<file path="src/rtl/regfile_scoreboard.sv">
//------------------------------------------------------------------------------
// Module      : regfile_scoreboard
// Description : Dual-read, single-write register file with a per-register
//               busy scoreboard for pending writebacks. Optional same-cycle
//               write-to-read bypass when REGFILE_BYPASS_EN is defined.
// Revision    : 1.0 - initial release
//------------------------------------------------------------------------------
`default_nettype none

module regfile_scoreboard #(
    parameter int DATA_W   = 32,
    parameter int ADDR_W   = 5,
    parameter int ZERO_REG = 1
) (
    input  logic              clk,
    input  logic              rst,
    input  logic [ADDR_W-1:0] regA,
    input  logic [ADDR_W-1:0] regB,
    output logic [DATA_W-1:0] dataA,
    output logic [DATA_W-1:0] dataB,
    output logic              busyA,
    output logic              busyB,
    input  logic              WS,
    input  logic [ADDR_W-1:0] regW,
    input  logic [DATA_W-1:0] dataW,
    input  logic              iss_valid,
    input  logic [ADDR_W-1:0] iss_reg,
    output logic              any_busy
);

    localparam int   c_NREGS = 2 ** ADDR_W;
    localparam logic c_ZERO  = (ZERO_REG != 0);

    logic [DATA_W-1:0]  r_regs [c_NREGS];
    logic [c_NREGS-1:0] r_busy;
    logic [c_NREGS-1:0] w_busyNext;
    logic               w_wrEn;
    logic               w_zeroA;
    logic               w_zeroB;
    logic               w_bypA;
    logic               w_bypB;

    assign w_wrEn  = WS && !(c_ZERO && (regW == '0));
    assign w_zeroA = c_ZERO && (regA == '0);
    assign w_zeroB = c_ZERO && (regB == '0);

    // Issue is applied after writeback so a same-register pair leaves busy set.
    always_comb begin
        w_busyNext = r_busy;
        if (WS) begin
            w_busyNext[regW] = 1'b0;
        end
        if (iss_valid) begin
            w_busyNext[iss_reg] = 1'b1;
        end
        if (c_ZERO) begin
            w_busyNext[0] = 1'b0;
        end
    end

    always_ff @(posedge clk) begin
        if (rst) begin
            for (int i = 0; i < c_NREGS; i++) begin
                r_regs[i] <= '0;
            end
            r_busy <= '0;
        end else begin
            if (w_wrEn) begin
                r_regs[regW] <= dataW;
            end
            r_busy <= w_busyNext;
        end
    end

`ifdef REGFILE_BYPASS_EN
    assign w_bypA = w_wrEn && (regW == regA);
    assign w_bypB = w_wrEn && (regW == regB);
`else
    assign w_bypA = 1'b0;
    assign w_bypB = 1'b0;
`endif

    always_comb begin
        dataA = r_regs[regA];
        dataB = r_regs[regB];
        if (w_bypA) begin
            dataA = dataW;
        end
        if (w_bypB) begin
            dataB = dataW;
        end
        if (w_zeroA) begin
            dataA = '0;
        end
        if (w_zeroB) begin
            dataB = '0;
        end
    end

    // Bypass masks the per-port busy view only; any_busy stays on stored bits.
    assign busyA    = r_busy[regA] && !w_bypA;
    assign busyB    = r_busy[regB] && !w_bypB;
    assign any_busy = |r_busy;

endmodule

`default_nettype wire

</file>
<file path="config.mk">
export PLATFORM = sky130hd
export DESIGN_NAME = regfile_scoreboard
export DESIGN_NICKNAME = d
export VERILOG_FILES = /design/src/rtl/regfile_scoreboard.sv
export SDC_FILE = /design/constraint.sdc
export NUM_CORES = 2
export LEC_CHECK = 0
export ABC_AREA = 0
export ABC_CLOCK_PERIOD_IN_PS = 3790
export CELL_PAD_IN_SITES_DETAIL_PLACEMENT = 0
export CELL_PAD_IN_SITES_GLOBAL_PLACEMENT = 1
export CORE_MARGIN = 1.5
export CORE_UTILIZATION = 30
export DETAILED_ROUTE_END_ITERATION = 10
export GPL_TIMING_DRIVEN = 0
export PLACE_DENSITY_LB_ADDON = 0.1
export SYNTH_ARGS = -nofsm -noshare
export SYNTH_HDL_FRONTEND = slang
export SYNTH_SLANG_ARGS = --single-unit
export TNS_END_PERCENT = 1
</file>
<file path="constraint.sdc">
create_clock -name clk -period 3.79 [get_ports clk]
set_input_delay 0.379 -clock clk [delete_from_list [all_inputs] [get_ports clk]]
set_output_delay 0.379 -clock clk [all_outputs]
set_load 0.02 [all_outputs]
</file>
Word level (Yosys, flattened, before mapping)
Memories as Yosys holds them, arrays and structs flattened.
Cells that the tools add are included.

word-level totals
  output and inout port bits = 67
  bits in writable memories = 1,024
  memories kept = 1
  register bits after elaboration = 32
  input port bits = 56
  word-level logic and storage cells = 41

cells by class
  reduce and logical (&&, ||, !) cells = 9
  bitwise gates (word level) = 3
  $lt $le $gt $ge = 6
  muxes and demuxes = 20

memories
  name    depth  bits a word  rd ports  clocked after Yosys merged registers in  wr ports  RTL line  text
  r_regs  32     32           2         0                                        32        34        logic [DATA_W-1:0] r_regs [c_NREGS];

operators with widths
  cell                                                               count
  two-way mux 32 bit                                                 5
  OR reduction 32 bit                                                2
  AND 32 bit                                                         1
  inverter 32 bit                                                    1
  bitwise OR 32 bit                                                  1
  < comparator 5 x 6 -> 1 bit, second input constant                 4
  zero test 5 bit                                                    3
  binary-select mux 1 bit (select 5 bit)                             2
  demux 1 bit (select 5 bit)                                         2
  greater-or-equal comparator 5 x 1 -> 1 bit, second input constant  2
  two-way mux 1 bit                                                  10
  two-way mux 5 bit                                                  1
  logical AND 1 bit                                                  3
  zero test 1 bit                                                    1

Longest topological paths before layout
  word-level depth = 9
  depth in mapped cells = 9
  mapped depth without buffers = 4

Worst setup path before layout
Ideal clock, no wire load.

  path kind = input port to flip-flop
  start point = in regW[4]
  end point = mem r_regs[2][0], enable pin
  setup time = 0.428 ns
  buffers on the path = 2
  required time = 3.362 ns
  data arrival time = 2.578 ns
  cell stages on the path = 4
  slack = 0.784 ns
  path through = clkbuf_1 -> or3_1 -> clkbuf_1 -> o21bai_1

RTL lines
  element      RTL line  text
  from (decl)  24        input logic [ADDR_W-1:0] regW,
  to (decl)    34

Worst setup path after layout
  start point = in regA[4]
  end point = out dataA[24]

between the ends
  word-level cells in the longest chain between the ends = 2
  elaborated cells on any way between the ends = 3
  classes of those cells = mux (1); reduce/logical (1); memory (1)

RTL lines
  element                                                         RTL line  text
  from (decl)                                                     17        input logic [ADDR_W-1:0] regA,
  memory (32 x 32 bit) / zero test 5 bit (equally long branches)  n/a
  two-way mux 32 bit *                                            92        if (w_zeroA) begin
  to (decl)                                                       19        output logic [DATA_W-1:0] dataA,

Every way passes the cells marked *; elsewhere a longest branch is shown, timed or not.

==> results.json <==
{
  "status": "finished, violations left",
  "violations": "negative setup slack",
  "cts_buffers": 134,
  "cts_sinks": 1054,
  "drive_gt1_frac": 0.232,
  "min_period_ns": 3.93,
  "maxSlewViolCount": 0,
  "slowest_stage": "dlygate4sd2_1",
  "grt_start_max_net_pins": 33,
  "ys_types": 56,
  "drtAntennaViolNets": 0,
  "fmax_mhz": 255,
  "cp_top_family": "buffers and inverters",
  "synth_top_area_frac": 0.544,
  "yosys.area.top_type": "edfxtp_1",
  "cts.clk_slew.worst_paths_ns": 0.05,
  "final.period_utilization": 1.04,
  "slew-limit-headroom": 0.0524,
  "clk_latency_ns": 0.76,
  "ys_seq_elements": 1054,
  "worst_slew_pin_slew_ns": 1.42,
  "cts_tree": "done",
  "htree_levels": 4,
  "syn_area_per_cell_um2": 14.3,
  "dp_cells": 6616,
  "core_area_um2": 187000,
  "power.total_uw": 30900,
  "synthToLayoutAreaGrowth_pct": 18.1,
  "first_pass_iters": 5,
  "root_buffer": "clkbuf_16",
  "p_leak_uw": 0.0229,
  "fin_util": 0.356,
  "rsz0062_at_grt": "true",
  "grt-ovfl-total": 0,
  "portBuffers": 116,
  "hold_ws_ns": 0.366,
  "drv_cap": 0,
  "hold_path_class": "input port to flop",
  "viasPerCell": 5.54,
  "gp_congestion": 0.879,
  "cp_num_buf_inv": 4,
  "worstPathRequired_ns": 3.41,
  "end_kind": "output port",
  "die_x_um": 437,
  "netlist_area_um2": 56500,
  "antenna_found_initial": 14,
  "finalClockSkew_ns": 0,
  "multi_input_area_um2": 24200,
  "ff_latch_area_um2": 31300,
  "synth-async-reset-ratio": 0,
  "grt_usage": 0.283,
  "crit_path_start_kind": "input port",
  "p_per_area_nw_per_um2": 463,
  "ys_top_cells_by_area": "edfxtp_1 (54%), mux4_2 (16%), and2_1 (11%), mux2i_1 (4.6%), mux2_2 (2.1%)",
  "die_area_um2": 191000,
  "drt-initial-drc-count": 3994,
  "cp.arrival_ns": 3.55,
  "grt_pass1_vias": 38600,
  "cts_buffer_depth": 3,
  "synth_cells": 3960,
  "finalWorstSetupSlack_ns": -0.136,
  "nFillCells": 18200,
  "dp_hpwl_um": 191000,
  "routedWlPerCell_um": 39.9,
  "vias": 38000,
  "slowest_delay_ns": 0.71,
  "chipHeight_um": 437,
  "routed_wl_um": 274000,
  "peakVddDrop_mv": 0.340,
  "crit_fanout": 10,
  "ys.flop_type": "edfxtp_1",
  "finalNonFillerCells": 6870,
  "synth_edf_count": 1023,
  "critPathKind": "input port to output port",
  "rows": 159,
  "drc": 0,
  "worstPathCellList": "dlygate4sd2_1 -> or3_1 -> clkbuf_2 -> clkbuf_4 -> a32o_1 -> a211oi_4 -> a21oi_1 -> clkdlybuf4s50_1",
  "hold_buffers": 0,
  "ios": 123,
  "setup_viol": 49,
  "synth_seq_area_share": 0.555,
  "ys_warn_count": 0,
  "nNetsFinal": 4320,
  "hold_viol_final": 0,
  "start_util": 0.302,
  "grt_pass1_wl_um": 360000,
  "post-place-ws_ns": -2.20
}
[registers in the layout, indices dropped and copies added, names as in the netlist]
signal  count
r_busy     31
r_regs   1023
[cell families after synthesis]
logic type             count (synthesis)  share of synthesized area
AND/OR/NAND/NOR                     1296                      0.135
multiplexers                         769                      0.227
AO/OA/AOI/OAI                        426                     0.0514
buffers and inverters                414                     0.0316
flip-flops                          1054                      0.555
other                                  1                  0.0000664
[routing by layer]
layer | GRT usage | wire length [µm] | share of wire
met4 | 0.113 | 12000 | 0.044
met2 | 0.452 | 127000 | 0.46
met3 | 0.0375 | 14600 | 0.053
met1 | 0.389 | 120000 | 0.44
met5 | 0 | 13 | 0.000047
[metrics by stage]
step / setup TNS (ns) / instance area [µm²]
final: -1.14 / 66700
after global routing: -0.578 / 66700
after CTS: -0.743 / 66600
after detailed placement: -347.59 / 61200
after global placement: -840.38 / 60900
after floorplan: 0 / 56600
[cells in the mapped netlist (7+ instances only)]
master,instances
o2bb2ai_1,23
o211a_1,8
nor2b_1,11
o21ai_0,32
nand2_1,130
mux4_2,398
dfxtp_1,31
or2_2,23
o22ai_1,25
buf_2,68
and2_1,994
mux2_2,107
a21oi_1,97
nor4_1,7
nor2_1,68
clkbuf_1,295
buf_1,11
buf_4,35
o21ai_1,31
a22oi_1,30
mux2i_1,259
a211oi_1,29
nand2b_1,28
a32o_1,29
a221oi_1,56
edfxtp_1,1023
a31oi_1,54
[cell type report]
class,count,share of cell area
clock inverter,47,0.00546
clock buffer,190,0.0572
timing repair buffer,139,0.0221
buffer,410,0.0348
antenna,10,0.000375
sequential,1054,0.470
tap,2495,0.0468
multi-input combinational,2522,0.363
inverter,3,0.000188
[where the power goes]
group | switching (µW) | leakage [µW] | internal, µW
Combinational | 2800 | 0.0109 | 1630
Clock | 5320 | 0.00204 | 7380
Sequential | 337 | 0.00999 | 13400
[final timing paths]
check	end	startpoint	cells after the start	slack [ns]
max reg2reg	r_busy[21]$_SDFF_PP0_	r_busy[21]$_SDFF_PP0_	2	3.02
min	r_regs[4][5]$_SDFFCE_PN0P_	dataW[5]	2	0.37
min reg2reg	r_busy[11]$_SDFF_PP0_	r_busy[11]$_SDFF_PP0_	2	0.51
max	dataA[24]	regA[4]	8	-0.14
[placed cells by master, fill, tap and decap left out, types with 25 or more instances in the layout]
cell type | synthesis | final
mux2_2 | 107 | 107
clkdlybuf4s50_1 | 0 | 92
a32o_1 | 29 | 29
clkbuf_16 | 0 | 145
buf_4 | 35 | 57
mux2i_1 | 259 | 258
a31oi_1 | 54 | 48
clkbuf_1 | 295 | 254
nor2_1 | 68 | 66
a221oi_1 | 56 | 39
mux4_2 | 398 | 398
buf_2 | 68 | 34
conb_1 | 1 | 31
o22ai_1 | 25 | 25
and2_1 | 994 | 993
nand2b_1 | 28 | 26
clkbuf_4 | 0 | 30
o21ai_1 | 31 | 27
dfxtp_1 | 31 | 31
clkbuf_2 | 0 | 43
nand2_1 | 130 | 129
o21ai_0 | 32 | 32
a21oi_1 | 97 | 84
edfxtp_1 | 1023 | 1023
[timing repair]
action	CTS	global route
resized for setup	361	25
hold endpoints to repair	0	0
setup buffers	6	0
pin swaps	20	0
endpoints found under the setup margin	66	56
Power figures use the tool's default switching activity.
